--- config.mk ---
export PLATFORM = sky130hd
export DESIGN_NAME = floppy_drive_state_flat
export DESIGN_NICKNAME = d
export VERILOG_FILES = /design/src/rtl/floppy_pkg.sv /design/src/rtl/floppy_drive_state_if.sv /design/src/rtl/floppy_sync.sv /design/src/rtl/floppy_drive_state.sv /design/src/flat_wrapper.sv
export SDC_FILE = /design/constraint.sdc
export NUM_CORES = 1
export LEC_CHECK = 0
export ABC_AREA = 0
export CAP_MARGIN = 10
export CORE_ASPECT_RATIO = 1.1
export CORE_MARGIN = 3
export CORE_UTILIZATION = 60
export DETAILED_ROUTE_END_ITERATION = 8
export PLACE_DENSITY_LB_ADDON = 0.25
export SYNTH_ARGS = -nofsm -noshare
export SYNTH_HDL_FRONTEND = slang
export SYNTH_HIERARCHICAL = 1
export SYNTH_SLANG_ARGS = --single-unit
--- constraint.sdc ---
create_clock -name clk -period 3.05 [get_ports clk]
set_input_delay 0.61 -clock clk [delete_from_list [all_inputs] [get_ports clk]]
set_output_delay 0.61 -clock clk [all_outputs]
set_load 0.05 [all_outputs]
--- src/rtl/floppy_pkg.sv ---
// Shared types and default timing for the floppy drive mechanical model.
package floppy_pkg;

  typedef enum logic [1:0] {
    M_OFF    = 2'd0,
    M_SPINUP = 2'd1,
    M_RUN    = 2'd2
  } motor_st_e;

  // Host control lines as they appear on the bus (all active-low).
  typedef struct packed {
    logic step_n;
    logic dir_n;
    logic motor_n;
    logic sel_n;
    logic side_n;
  } host_in_t;

  localparam int unsigned HOST_W          = $bits(host_in_t);
  localparam int unsigned CYL_W           = 7;
  localparam int unsigned DEF_CLK_HZ      = 50_000_000;
  localparam int unsigned DEF_NUM_CYL     = 80;
  localparam int unsigned DEF_REV_CYC     = 10_000_000;
  localparam int unsigned DEF_INDEX_CYC   = 100_000;
  localparam int unsigned DEF_SPINUP_CYC  = 25_000_000;
  localparam int unsigned DEF_STEP_GUARD  = 150_000;

  // One head step, clamped to the physical cylinder range.
  function automatic logic [CYL_W-1:0] step_cyl(input logic [CYL_W-1:0] cur,
                                                input logic             inward,
                                                input logic [CYL_W-1:0] top);
    if (inward) return (cur == top) ? cur : cur + 1'b1;
    return (cur == '0) ? cur : cur - 1'b1;
  endfunction

endpackage

--- src/rtl/floppy_drive_state_if.sv ---
// Floppy bus between host controller and the emulated drive.
interface floppy_drive_state_if;
  logic step_n;
  logic dir_n;
  logic motor_n;
  logic sel_n;
  logic side_n;
  logic index_n;
  logic trk00_n;
  logic ready_n;

  modport master (output step_n, dir_n, motor_n, sel_n, side_n,
                  input  index_n, trk00_n, ready_n);
  modport slave  (input  step_n, dir_n, motor_n, sel_n, side_n,
                  output index_n, trk00_n, ready_n);
endinterface

--- src/rtl/floppy_sync.sv ---
// Two-flop synchroniser for asynchronous host lines, with a per-bit reset value.
module floppy_sync #(
  parameter int unsigned   W       = 1,
  parameter logic [W-1:0]  RST_VAL = '0
) (
  input  logic         clk,
  input  logic         rst_n,
  input  logic [W-1:0] d_i,
  output logic [W-1:0] q_o
);

  logic [W-1:0] meta_q;

  always_ff @(posedge clk or negedge rst_n) begin
    if (!rst_n) begin
      meta_q <= RST_VAL;
      q_o    <= RST_VAL;
    end else begin
      meta_q <= d_i;
      q_o    <= meta_q;
    end
  end

endmodule

--- src/rtl/floppy_drive_state.sv ---
// Drive-side mechanics: head stepping, spindle/motor model and bus status lines.
module floppy_drive_state
  import floppy_pkg::*;
#(
  parameter int unsigned CLK_HZ     = DEF_CLK_HZ,
  parameter int unsigned NUM_CYL    = DEF_NUM_CYL,
  parameter int unsigned REV_CYC    = DEF_REV_CYC,
  parameter int unsigned INDEX_CYC  = DEF_INDEX_CYC,
  parameter int unsigned SPINUP_CYC = DEF_SPINUP_CYC,
  parameter int unsigned STEP_GUARD = DEF_STEP_GUARD
) (
  input  logic             clk,
  input  logic             rst_n,
  floppy_drive_state_if.slave bus,
  output logic [CYL_W-1:0] cyl,
  output logic             head,
  output logic             track_changed,
  output logic             rev_start
);

  if (CLK_HZ == 0 || NUM_CYL < 2 || NUM_CYL > (1 << CYL_W) || STEP_GUARD == 0 ||
      SPINUP_CYC == 0 || INDEX_CYC >= REV_CYC) begin : g_bad_cfg
    $error("floppy_drive_state: inconsistent timing/geometry parameters");
  end

  localparam logic [CYL_W-1:0] CYL_MAX = CYL_W'(NUM_CYL - 1);

  host_in_t raw, hs;
  logic     sel, motor;

  assign raw = '{step_n: bus.step_n, dir_n: bus.dir_n, motor_n: bus.motor_n,
                 sel_n: bus.sel_n, side_n: bus.side_n};

  floppy_sync #(.W(HOST_W), .RST_VAL('1)) u_sync (
    .clk   (clk),
    .rst_n (rst_n),
    .d_i   (raw),
    .q_o   (hs)
  );

  assign sel   = ~hs.sel_n;
  assign motor = ~hs.motor_n;

  // ---------------- head positioning ----------------
  logic             step_prev_q, step_go_q, step_in_q;
  logic             tc_q, trk00_n_q, head_q;
  logic [31:0]      guard_q;
  logic [CYL_W-1:0] cyl_q, cyl_d;
  logic             step_acc;

  // Guard counts down from the accepted edge; zero means the next edge may land.
  assign step_acc = sel && step_prev_q && !hs.step_n && (guard_q == 32'd0);

  always_comb begin
    cyl_d = cyl_q;
    if (step_go_q) cyl_d = step_cyl(cyl_q, step_in_q, CYL_MAX);
  end

  always_ff @(posedge clk or negedge rst_n) begin
    if (!rst_n) begin
      step_prev_q <= 1'b1;
      step_go_q   <= 1'b0;
      step_in_q   <= 1'b0;
      guard_q     <= '0;
      cyl_q       <= '0;
      tc_q        <= 1'b0;
      trk00_n_q   <= 1'b1;
      head_q      <= 1'b0;
    end else begin
      step_prev_q <= hs.step_n;
      step_go_q   <= step_acc;
      step_in_q   <= ~hs.dir_n;
      if (step_acc)            guard_q <= STEP_GUARD - 1;
      else if (guard_q != '0)  guard_q <= guard_q - 1;
      cyl_q       <= cyl_d;
      tc_q        <= (cyl_d != cyl_q);
      trk00_n_q   <= ~(sel && cyl_q == '0);
      head_q      <= ~hs.side_n;
    end
  end

  // ---------------- spindle motor ----------------
  motor_st_e   st_q;
  logic [31:0] spin_q, rev_q, rev_nxt;
  logic        index_n_q, ready_n_q, rs_q;

  assign rev_nxt = (rev_q == REV_CYC - 1) ? '0 : rev_q + 1;

  always_ff @(posedge clk or negedge rst_n) begin
    if (!rst_n) begin
      st_q      <= M_OFF;
      spin_q    <= '0;
      rev_q     <= '0;
      index_n_q <= 1'b1;
      ready_n_q <= 1'b1;
      rs_q      <= 1'b0;
    end else begin
      // Index only exists while the disk turns; rev_q idles at 0 in OFF.
      index_n_q <= ~(sel && st_q != M_OFF && rev_q < INDEX_CYC);
      ready_n_q <= ~(sel && st_q == M_RUN);
      rs_q      <= (st_q == M_RUN) && (rev_q == '0);
      unique case (st_q)
        M_OFF: begin
          spin_q <= '0;
          rev_q  <= '0;
          if (motor) st_q <= M_SPINUP;
        end
        M_SPINUP: begin
          if (!motor) begin
            st_q   <= M_OFF;
            spin_q <= '0;
            rev_q  <= '0;
          end else begin
            spin_q <= spin_q + 1;
            rev_q  <= rev_nxt;
            if (spin_q == SPINUP_CYC - 1) st_q <= M_RUN;
          end
        end
        M_RUN: begin
          if (!motor) begin
            st_q   <= M_OFF;
            spin_q <= '0;
            rev_q  <= '0;
          end else begin
            rev_q  <= rev_nxt;
          end
        end
        default: st_q <= M_OFF;
      endcase
    end
  end

  assign bus.index_n   = index_n_q;
  assign bus.trk00_n   = trk00_n_q;
  assign bus.ready_n   = ready_n_q;
  assign cyl           = cyl_q;
  assign head          = head_q;
  assign track_changed = tc_q;
  assign rev_start     = rs_q;

endmodule

--- src/flat_wrapper.sv ---
// flat-port wrapper written by rule: the top's interface ports become plain ports
module floppy_drive_state_flat import floppy_pkg::*;
#(
  parameter int unsigned CLK_HZ     = DEF_CLK_HZ,
  parameter int unsigned NUM_CYL    = DEF_NUM_CYL,
  parameter int unsigned REV_CYC    = DEF_REV_CYC,
  parameter int unsigned INDEX_CYC  = DEF_INDEX_CYC,
  parameter int unsigned SPINUP_CYC = DEF_SPINUP_CYC,
  parameter int unsigned STEP_GUARD = DEF_STEP_GUARD
)
  (clk, rst_n, cyl, head, track_changed, rev_start, bus_step_n, bus_dir_n, bus_motor_n, bus_sel_n, bus_side_n, bus_index_n, bus_trk00_n, bus_ready_n);
  floppy_drive_state_if bus_i ();
  input  logic clk;
  input  logic rst_n;
  output logic [CYL_W-1:0] cyl;
  output logic head;
  output logic track_changed;
  output logic rev_start;
  input wire logic [$bits(bus_i.step_n)-1:0] bus_step_n;
  input wire logic [$bits(bus_i.dir_n)-1:0] bus_dir_n;
  input wire logic [$bits(bus_i.motor_n)-1:0] bus_motor_n;
  input wire logic [$bits(bus_i.sel_n)-1:0] bus_sel_n;
  input wire logic [$bits(bus_i.side_n)-1:0] bus_side_n;
  output wire logic [$bits(bus_i.index_n)-1:0] bus_index_n;
  output wire logic [$bits(bus_i.trk00_n)-1:0] bus_trk00_n;
  output wire logic [$bits(bus_i.ready_n)-1:0] bus_ready_n;
  assign bus_i.step_n = bus_step_n;
  assign bus_i.dir_n = bus_dir_n;
  assign bus_i.motor_n = bus_motor_n;
  assign bus_i.sel_n = bus_sel_n;
  assign bus_i.side_n = bus_side_n;
  assign bus_index_n = bus_i.index_n;
  assign bus_trk00_n = bus_i.trk00_n;
  assign bus_ready_n = bus_i.ready_n;
  floppy_drive_state #(.CLK_HZ(CLK_HZ), .NUM_CYL(NUM_CYL), .REV_CYC(REV_CYC), .INDEX_CYC(INDEX_CYC), .SPINUP_CYC(SPINUP_CYC), .STEP_GUARD(STEP_GUARD)) u_core (.clk(clk), .rst_n(rst_n), .bus(bus_i), .cyl(cyl), .head(head), .track_changed(track_changed), .rev_start(rev_start));
endmodule
==> results of run 1 <==
## routing by layer
layer  vias to the layer above  global-route usage, %  part of all wire (%)
met4                         0                   8.84                   1.9
li1                       2490                      -                     -
met3                        31                   6.18                   3.6
met5                         -                      0                     0
met1                      2616                   31.4                    44
met2                       124                   41.5                    51
## cells in the final DEF (no fill, tap or decap), types with 3 or more instances in the layout
cell type,netlist,layout
sky130_fd_sc_hd__clkdlybuf4s50_1,0,18
sky130_fd_sc_hd__and3_1,13,13
sky130_fd_sc_hd__and4_1,6,6
sky130_fd_sc_hd__a21oi_1,21,20
sky130_fd_sc_hd__bufinv_16,0,3
sky130_fd_sc_hd__nand2b_1,7,7
sky130_fd_sc_hd__a31oi_1,7,7
sky130_fd_sc_hd__o21ai_0,28,28
sky130_fd_sc_hd__or4b_2,3,3
sky130_fd_sc_hd__o31ai_1,3,3
sky130_fd_sc_hd__nand3_1,35,35
sky130_fd_sc_hd__clkbuf_16,0,17
sky130_fd_sc_hd__or4_1,9,9
sky130_fd_sc_hd__nor2b_1,6,6
sky130_fd_sc_hd__buf_4,1,12
sky130_fd_sc_hd__o21a_1,5,5
sky130_fd_sc_hd__nor3_1,20,20
sky130_fd_sc_hd__or4_4,3,3
sky130_fd_sc_hd__a211oi_1,4,4
sky130_fd_sc_hd__nor4b_1,4,4
sky130_fd_sc_hd__mux2i_1,3,3
sky130_fd_sc_hd__nor4_1,24,24
sky130_fd_sc_hd__nor3b_1,3,3
sky130_fd_sc_hd__inv_1,17,17
sky130_fd_sc_hd__or3_1,10,10
sky130_fd_sc_hd__or2_2,13,13
sky130_fd_sc_hd__nand2_1,50,50
sky130_fd_sc_hd__xnor2_1,13,13
sky130_fd_sc_hd__nor2_1,87,87
sky130_fd_sc_hd__clkinv_2,0,5
sky130_fd_sc_hd__ha_1,12,12
sky130_fd_sc_hd__xor2_1,47,47
sky130_fd_sc_hd__dfstp_2,14,14
sky130_fd_sc_hd__mux2_2,4,4
sky130_fd_sc_hd__o21ai_1,3,3
sky130_fd_sc_hd__dfrtp_1,110,110
sky130_fd_sc_hd__nand4_1,32,32
sky130_fd_sc_hd__clkinvlp_4,0,4
## cell families (layout without fill, tap and decap cells)
| kind of cell | after synthesis | in the layout | synth area share (%) |
|---|---|---|---|
| compound gates | 91 | 91 | 9.15 |
| xor+xnor | 60 | 60 | 8.07 |
| buf+inv | 47 | 80 | 2.84 |
| fa+ha+maj | 12 | 12 | 2.31 |
| mux | 7 | 7 | 1.15 |
| simple gates | 342 | 342 | 28.6 |
| flops | 124 | 124 | 47.9 |
## registers in the layout, summed over array words and instances (netlist names)
name                  count
u_core/bus.index_n        1
u_core/bus.ready_n        1
u_core/bus.trk00_n        1
u_core/cyl                7
u_core/guard_q           32
u_core/head               1
u_core/rev_q             32
u_core/rev_start          1
u_core/spin_q            32
u_core/st_q               2
u_core/step_go_q          1
u_core/step_in_q          1
u_core/step_prev_q        1
u_core/track_changed      1
u_core/u_sync/meta_q      5
u_core/u_sync/q_o         5
## worst max-delay path, stage by stage, from the launching register on
cell                      delay, ps
sky130_fd_sc_hd__dfrtp_1        440
sky130_fd_sc_hd__or4_1          700
sky130_fd_sc_hd__nor4_2         630
sky130_fd_sc_hd__nand4_1        300
sky130_fd_sc_hd__nor2_2         330
sky130_fd_sc_hd__a21oi_1        120
## final timing paths
kind / from / to / slack, ps / depth (start not counted)
min in group clk: u_core/u_sync/meta_q[0]$_DFF_PN1_ / u_core/u_sync/q_o[0]$_DFF_PN1_ / 360 / 0
max in group asynchronous: rst_n / u_core/u_sync/q_o[0]$_DFF_PN1_ / 2020 / 2
setup / recovery: u_core/guard_q[2]$_DFFE_PN0P_ / u_core/guard_q[0]$_DFFE_PN0P_ / 410 / 5
hold reg to reg: u_core/u_sync/meta_q[0]$_DFF_PN1_ / u_core/u_sync/q_o[0]$_DFF_PN1_ / 360 / 0
setup reg to reg: u_core/guard_q[2]$_DFFE_PN0P_ / u_core/guard_q[0]$_DFFE_PN0P_ / 410 / 5
hold / removal: rst_n / u_core/cyl[3]$_DFF_PN0_ / 230 / 1
## report_power, final
part | switching [mW] | internal (mW) | leakage, nW | total (mW)
clock network | 0.699 | 1.32 | 0.288 | 2.02
logic | 0.573 | 0.342 | 1.20 | 0.915
registers | 0.177 | 1.81 | 1.65 | 1.99
total | 1.45 | 3.47 | 3.13 | 4.92
## layout make-up
cell class | count | area (µm²) | share of cell area (%)
clock buffers | 20 | 457 | 6.12
clock inverters | 12 | 145 | 1.94
inverters | 17 | 63.8 | 0.855
multi-input cells | 512 | 3210 | 43.0
flip-flops and latches | 124 | 3120 | 41.8
well taps | 143 | 179 | 2.40
repair buffers | 31 | 290 | 3.89
## through the flow
stage	hold WS, ps	setup WS [ps]	std cells	area (µm²)
after floorplan	314	803	683	6510
after detailed placement	348	471	827	6860
after CTS	244	413	859	7470
after global placement	346	582	827	6860
final	230	405	859	7470
after global routing	274	227	859	7470
==> impl_metrics.env, run 1 <==
export IMPL_run_status="finished clean"
export IMPL_slew_headroom_pct=49.5
export IMPL_antenna_cells=0
export IMPL_ctsHoldBuffers=0
export IMPL_track_usage_pct=24.7
export IMPL_setup_viol=0
export IMPL_die_h_um=115
export IMPL_syn_to_final_growth_pct=14.6
export IMPL_ys_top_cells_by_area="sky130_fd_sc_hd__dfrtp_1 (42%), sky130_fd_sc_hd__xor2_1 (6.3%), sky130_fd_sc_hd__dfstp_2 (5.6%)"
export IMPL_synth_most_common_cell="sky130_fd_sc_hd__dfrtp_1"
export IMPL_power_density_cell_area_mw_per_mm2=659
export IMPL_routed_via_count=5261
export IMPL_end_kind="flop"
export IMPL_wl_per_cell_um=16.0
export IMPL_ys_ff_latch=124
export IMPL_report_final_slew_viol_count=0
export IMPL_cp_data_arrival_time_ps=2930
export IMPL_pin_count_of_the_biggest_net_entering_global_routing=56
export IMPL_filler_cells_inserted=762
export IMPL_cp_start_kind="flop"
export IMPL_synth_seq_area_share_pct=47.9
export IMPL_top_cell_type_s_share_of_synthesized_area_pct=42.3
export IMPL_post_route_period_util_pct=86.7
export IMPL_fmax_mhz=378
export IMPL_cts_repair_resize_count=0
export IMPL_syn_inst=683
export IMPL_max_cap_viol_count=0
export IMPL_cts_tree="done"
export IMPL_clock_sinks=124
export IMPL_wl_mm=13.8
export IMPL_placement_io_buffers=19
export IMPL_htreeDepth=4
export IMPL_clk_insertion_delay_late_ps=410
export IMPL_globalRoute_totalOverflow=0
export IMPL_yosys_warnings=6
export IMPL_num_rows=39
export IMPL_slew_of_the_pin_with_the_lowest_slew_margin_ps=751
export IMPL_ir_worst_vdd_uv=471
export IMPL_nets=722
export IMPL_max_clock_path_buffers=2
export IMPL_worst_ep_required_time_ps=3330
export IMPL_path_class="reg -> reg"
export IMPL_cts_inserted_buffers=17
export IMPL_synth_ff_type="sky130_fd_sc_hd__dfrtp_1"
export IMPL_yosys_cell_types_count=62
export IMPL_routabilityCongestion=0.922
export IMPL_detailedRoute_firstIterationViolations=382
export IMPL_rsz_0062_raised_after_global_routing="false"
export IMPL_synth_nets=702
export IMPL_clk_transition_reported_paths_ps=50
export IMPL_critical_path_peak_fanout=7
export IMPL_dieWidth_um=105
export IMPL_fin_util_pct=71.2
export IMPL_placeable_core_region_mm2=0.0105
export IMPL_detailed_place_hpwl_mm=9.22
export IMPL_tns_ps=0
export IMPL_synthTopCellsByCount="sky130_fd_sc_hd__dfrtp_1 (110), sky130_fd_sc_hd__nor2_1 (87), sky130_fd_sc_hd__nand2_1 (50)"
export IMPL_clock_tree_root_cell="sky130_fd_sc_hd__clkbuf_16"
export IMPL_finalHoldViolations=0
export IMPL_post_synth_instance_area_mm2=0.00651
export IMPL_postSynthAreaPerCell_um2=9.54
export IMPL_min_delay_path_class="in -> async"
export IMPL_antenna_violating_nets_post_route=0
export IMPL_pre_repair_dr_iteration_count=5
export IMPL_vias_per_cell=6.12
export IMPL_initial_utilization_pct=62.1
export IMPL_design_die_area_mm2=0.0121
export IMPL_wire_length_of_the_first_global_routing_pass_mm=24.4
export IMPL_synth_top_cell_by_area="sky130_fd_sc_hd__dfrtp_1"
export IMPL_final_min_period_ps=2640
export IMPL_fin_worst_skew_ps=6.38
export IMPL_ioPinCount=20
export IMPL_synth_async_sr_flop_share_pct=100
export IMPL_power_leakage_nw=3.13
export IMPL_drc_errors=0
export IMPL_number_of_synthesized_flops_with_an_enable_pin=0
export IMPL_drive_above_1_share_pct=13.0
export IMPL_cts_setup_buffers=0
export IMPL_grt_pass1_vias=5205
export IMPL_grt_antenna_before_repair=0
export IMPL_p_total_mw=4.92
(Power assumes the default switching activity.)
==> inputs of run 2 (changes only) <==
ABC_AREA = 1   (was 0)
==> run 2 against run 1 <==
Hold slack worse by 34 ps. Via count is 41% higher. Synthesized cell count is 68% higher. Largest cell class unchanged. Routed wire length is 40% higher. Clock-buffer cell count is 4 higher. Maximum frequency is 11% higher. Setup slack better by 270 ps.
==> impl_metrics.env, run 2 <==
export IMPL_cts_inserted_buffers=17
export IMPL_detailed_place_hpwl_mm=13.8
export IMPL_nets=1187
export IMPL_cts_repair_resize_count=0
export IMPL_ir_worst_vdd_uv=558
export IMPL_end_kind="output port"
export IMPL_synth_seq_area_share_pct=39.8
export IMPL_synthTopCellsByCount="sky130_fd_sc_hd__nand2_1 (352), sky130_fd_sc_hd__nor2_1 (228), sky130_fd_sc_hd__dfrtp_1 (110)"
export IMPL_ioPinCount=20
export IMPL_ys_ff_latch=124
export IMPL_r2r_setup_slack_ps=730
export IMPL_syn_to_final_growth_pct=11.1
export IMPL_max_cap_viol_count=0
export IMPL_detailedRoute_firstIterationViolations=813
export IMPL_cellInternalPower_mw=3.48
export IMPL_run_status="finished clean"
export IMPL_pre_cts_slack_ps=817
export IMPL_critPathLaunch="u_core/cyl[3]$_DFF_PN0_"
export IMPL_design_die_area_mm2=0.0145
export IMPL_number_of_synthesized_flops_with_an_enable_pin=0
export IMPL_cp_num_buf_inv=1
export IMPL_final_min_period_ps=2370
export IMPL_filler_cells_inserted=1084
export IMPL_top_cell_type_s_share_of_synthesized_area_pct=35.1
export IMPL_multi_input_combinational_cell_area_mm2=0.00416
export IMPL_layout_area_seq_mm2=0.00312
export IMPL_vias_per_cell=5.54
export IMPL_synth_nets=1168
export IMPL_synth_top_cell_by_area="sky130_fd_sc_hd__dfrtp_1"
export IMPL_most_common_library_cell_in_the_layout_ignoring_fill_and_taps="sky130_fd_sc_hd__nand2_1"
export IMPL_clk_insertion_delay_late_ps=420
export IMPL_wire_length_of_the_first_global_routing_pass_mm=32.7
export IMPL_clockPowerShare_pct=35.9
export IMPL_initial_utilization_pct=61.7
export IMPL_placedInstanceArea_mm2=0.00815
export IMPL_yosys_cell_types_count=41
export IMPL_clock_tree_root_cell="sky130_fd_sc_hd__clkbuf_16"
export IMPL_slew_of_the_pin_with_the_lowest_slew_margin_ps=1020
export IMPL_slew_headroom_pct=31.9
export IMPL_yosys_warnings=6
export IMPL_die_h_um=126
export IMPL_power_leakage_nw=3.87
export IMPL_power_density_cell_area_mw_per_mm2=618
export IMPL_globalRoute_totalOverflow=0
export IMPL_report_final_slew_viol_count=0
export IMPL_placeable_core_region_mm2=0.0127
export IMPL_routabilityCongestion=1.02
export IMPL_ys_top_cells_by_area="sky130_fd_sc_hd__dfrtp_1 (35%), sky130_fd_sc_hd__nand2_1 (17%), sky130_fd_sc_hd__nor2_1 (11%)"
export IMPL_p_seq_share_pct=37.4
export IMPL_routed_via_count=7412
export IMPL_biggestRegsByFlops="u_core/guard_q (32), u_core/rev_q (32), u_core/spin_q (32)"
export IMPL_rsz_0062_raised_after_global_routing="false"
export IMPL_clock_sinks=124
export IMPL_critical_path_top_delay_family="buffers and inverters"
export IMPL_power_frac_comb_pct=26.7
export IMPL_antenna_violating_nets_post_route=0
export IMPL_cp_cell_sequence="clkdlybuf4s50_1"
export IMPL_power_net_switching_mw=1.90
export IMPL_final_cells=1338
export IMPL_synth_ff_type="sky130_fd_sc_hd__dfrtp_1"
export IMPL_power_share_switching_pct=35.3
export IMPL_post_route_period_util_pct=77.8
export IMPL_syn_inst=1149
export IMPL_placement_io_buffers=19
export IMPL_synth_most_common_cell="sky130_fd_sc_hd__nand2_1"
export IMPL_finalHoldViolations=0
export IMPL_synth_async_sr_flop_share_pct=100
export IMPL_drive_above_1_share_pct=7.71
export IMPL_ctsHoldBuffers=0
export IMPL_most_common_layout_cells="sky130_fd_sc_hd__nand2_1 (352), sky130_fd_sc_hd__nor2_1 (228), sky130_fd_sc_hd__dfrtp_1 (110)"
export IMPL_setup_viol=0
export IMPL_cp_data_arrival_time_ps=1760
export IMPL_grt_antenna_before_repair=0
export IMPL_fin_worst_skew_ps=8.35
export IMPL_path_class="reg -> out"
export IMPL_max_clock_path_buffers=2
export IMPL_clk_transition_reported_paths_ps=50
export IMPL_fmax_mhz=421
export IMPL_final_critical_path_setup_slack_ps=677
export IMPL_drc_errors=0
export IMPL_cp_start_kind="flop"
export IMPL_rr_worst_depth=8
export IMPL_critical_path_peak_fanout=7
export IMPL_worst_reg2reg_path_startpoint="u_core/guard_q[0]$_DFFE_PN0P_"
export IMPL_htreeDepth=4
export IMPL_cell_count_along_the_critical_path=1
export IMPL_cts_tree="done"
export IMPL_post_synth_instance_area_mm2=0.00784
export IMPL_cpPeakStageDelay_ps=860
export IMPL_p_total_mw=5.38
export IMPL_dieWidth_um=115
export IMPL_grt_pass1_vias=7062
export IMPL_wl_mm=19.3
export IMPL_tns_ps=0
export IMPL_design_area_mm2=0.00871
export IMPL_num_rows=43
export IMPL_postSynthAreaPerCell_um2=6.82
export IMPL_worst_ep_required_time_ps=2440
export IMPL_pin_count_of_the_biggest_net_entering_global_routing=59
export IMPL_cts_setup_buffers=0
export IMPL_pre_repair_dr_iteration_count=5
export IMPL_placed_cells=1306
export IMPL_antenna_cells=0
export IMPL_min_delay_path_class="in -> async"
export IMPL_slowest_stage="sky130_fd_sc_hd__clkdlybuf4s50_1"
export IMPL_wl_per_cell_um=14.4
export IMPL_track_usage_pct=28.0
[run 2: cell count changes in the layout (fill, tap and decap cells not counted), sizes merged, moves of 12 or more]
| cell | delta |
|---|---|
| nor2 | +163 |
| or4 | -12 |
| and3 | -12 |
| nand2 | +309 |
| nand4 | -15 |
| inv | +93 |
| nand3 | +51 |
| nor4 | -25 |
[run 2: worst paths after layout]
| check | to |
|---|---|
| worst max-delay path | cyl[3] |
| worst min-delay path | u_core/cyl[3]$_DFF_PN0_ |
| worst max register to register | u_core/guard_q[19]$_DFFE_PN0P_ |
| worst min register to register | u_core/u_sync/q_o[3]$_DFF_PN1_ |
| max in group asynchronous | u_core/u_sync/meta_q[1]$_DFF_PN1_ |
| min in group clk | u_core/u_sync/q_o[3]$_DFF_PN1_ |
[run 2: per-layer routing]
metal  share of wire (%)  GRT usage, %
met1                  44          37.4
met2                  47          44.7
met3                 6.1          5.48
met4                 2.7          11.0
met5                   0             0
[run 2: final cells by class]
type / count / share of cell area (%)
multi-input combinational: 889 / 47.8
timing repair buffer: 24 / 2.73
sequential: 124 / 35.8
clock inverter: 8 / 1.09
tap: 157 / 2.26
clock buffer: 24 / 5.30
inverter: 112 / 4.96
[run 2: power groups by stage]
stage / registers (mW) / clock network [mW] / logic [mW]
after global placement: 2.02 / 0 / 1.39
after floorplan: 2.05 / 0 / 1.02
after CTS: 2.01 / 1.96 / 1.42
after global routing: 2.04 / 2.04 / 1.62
final: 2.01 / 1.93 / 1.44
after detailed placement: 2.03 / 0 / 1.41
[run 2: kinds of logic after synthesis]
logic type | synth area share (%)
AND/OR/NAND/NOR | 41.3
buffers and inverters | 7.06
flip-flops | 39.8
AO/OA/AOI/OAI | 4.44
XOR/XNOR | 5.36
adder cells (fa/ha/maj) | 1.92
multiplexers | 0.128
[run 2: worst reg2reg max path, cell delays in order, from the launching register on]
cell and delay, ps:
sky130_fd_sc_hd__dfrtp_1 370, sky130_fd_sc_hd__inv_1 180, sky130_fd_sc_hd__ha_1 200, sky130_fd_sc_hd__inv_1 60
sky130_fd_sc_hd__nor2_1 130, sky130_fd_sc_hd__nand3_1 130, sky130_fd_sc_hd__nor2_1 120, sky130_fd_sc_hd__nand2_1 600
sky130_fd_sc_hd__nor3b_1 410
[run 2: through the flow]
step / utilization, % / hold WS, ps
2_1_floorplan: - / 314
3_3_place_gp: 64.2 / 347
3_5_place_dp: 64.2 / 348
4_1_cts: 68.6 / 204
5_1_grt: 68.6 / 226
6_report: 68.6 / 196
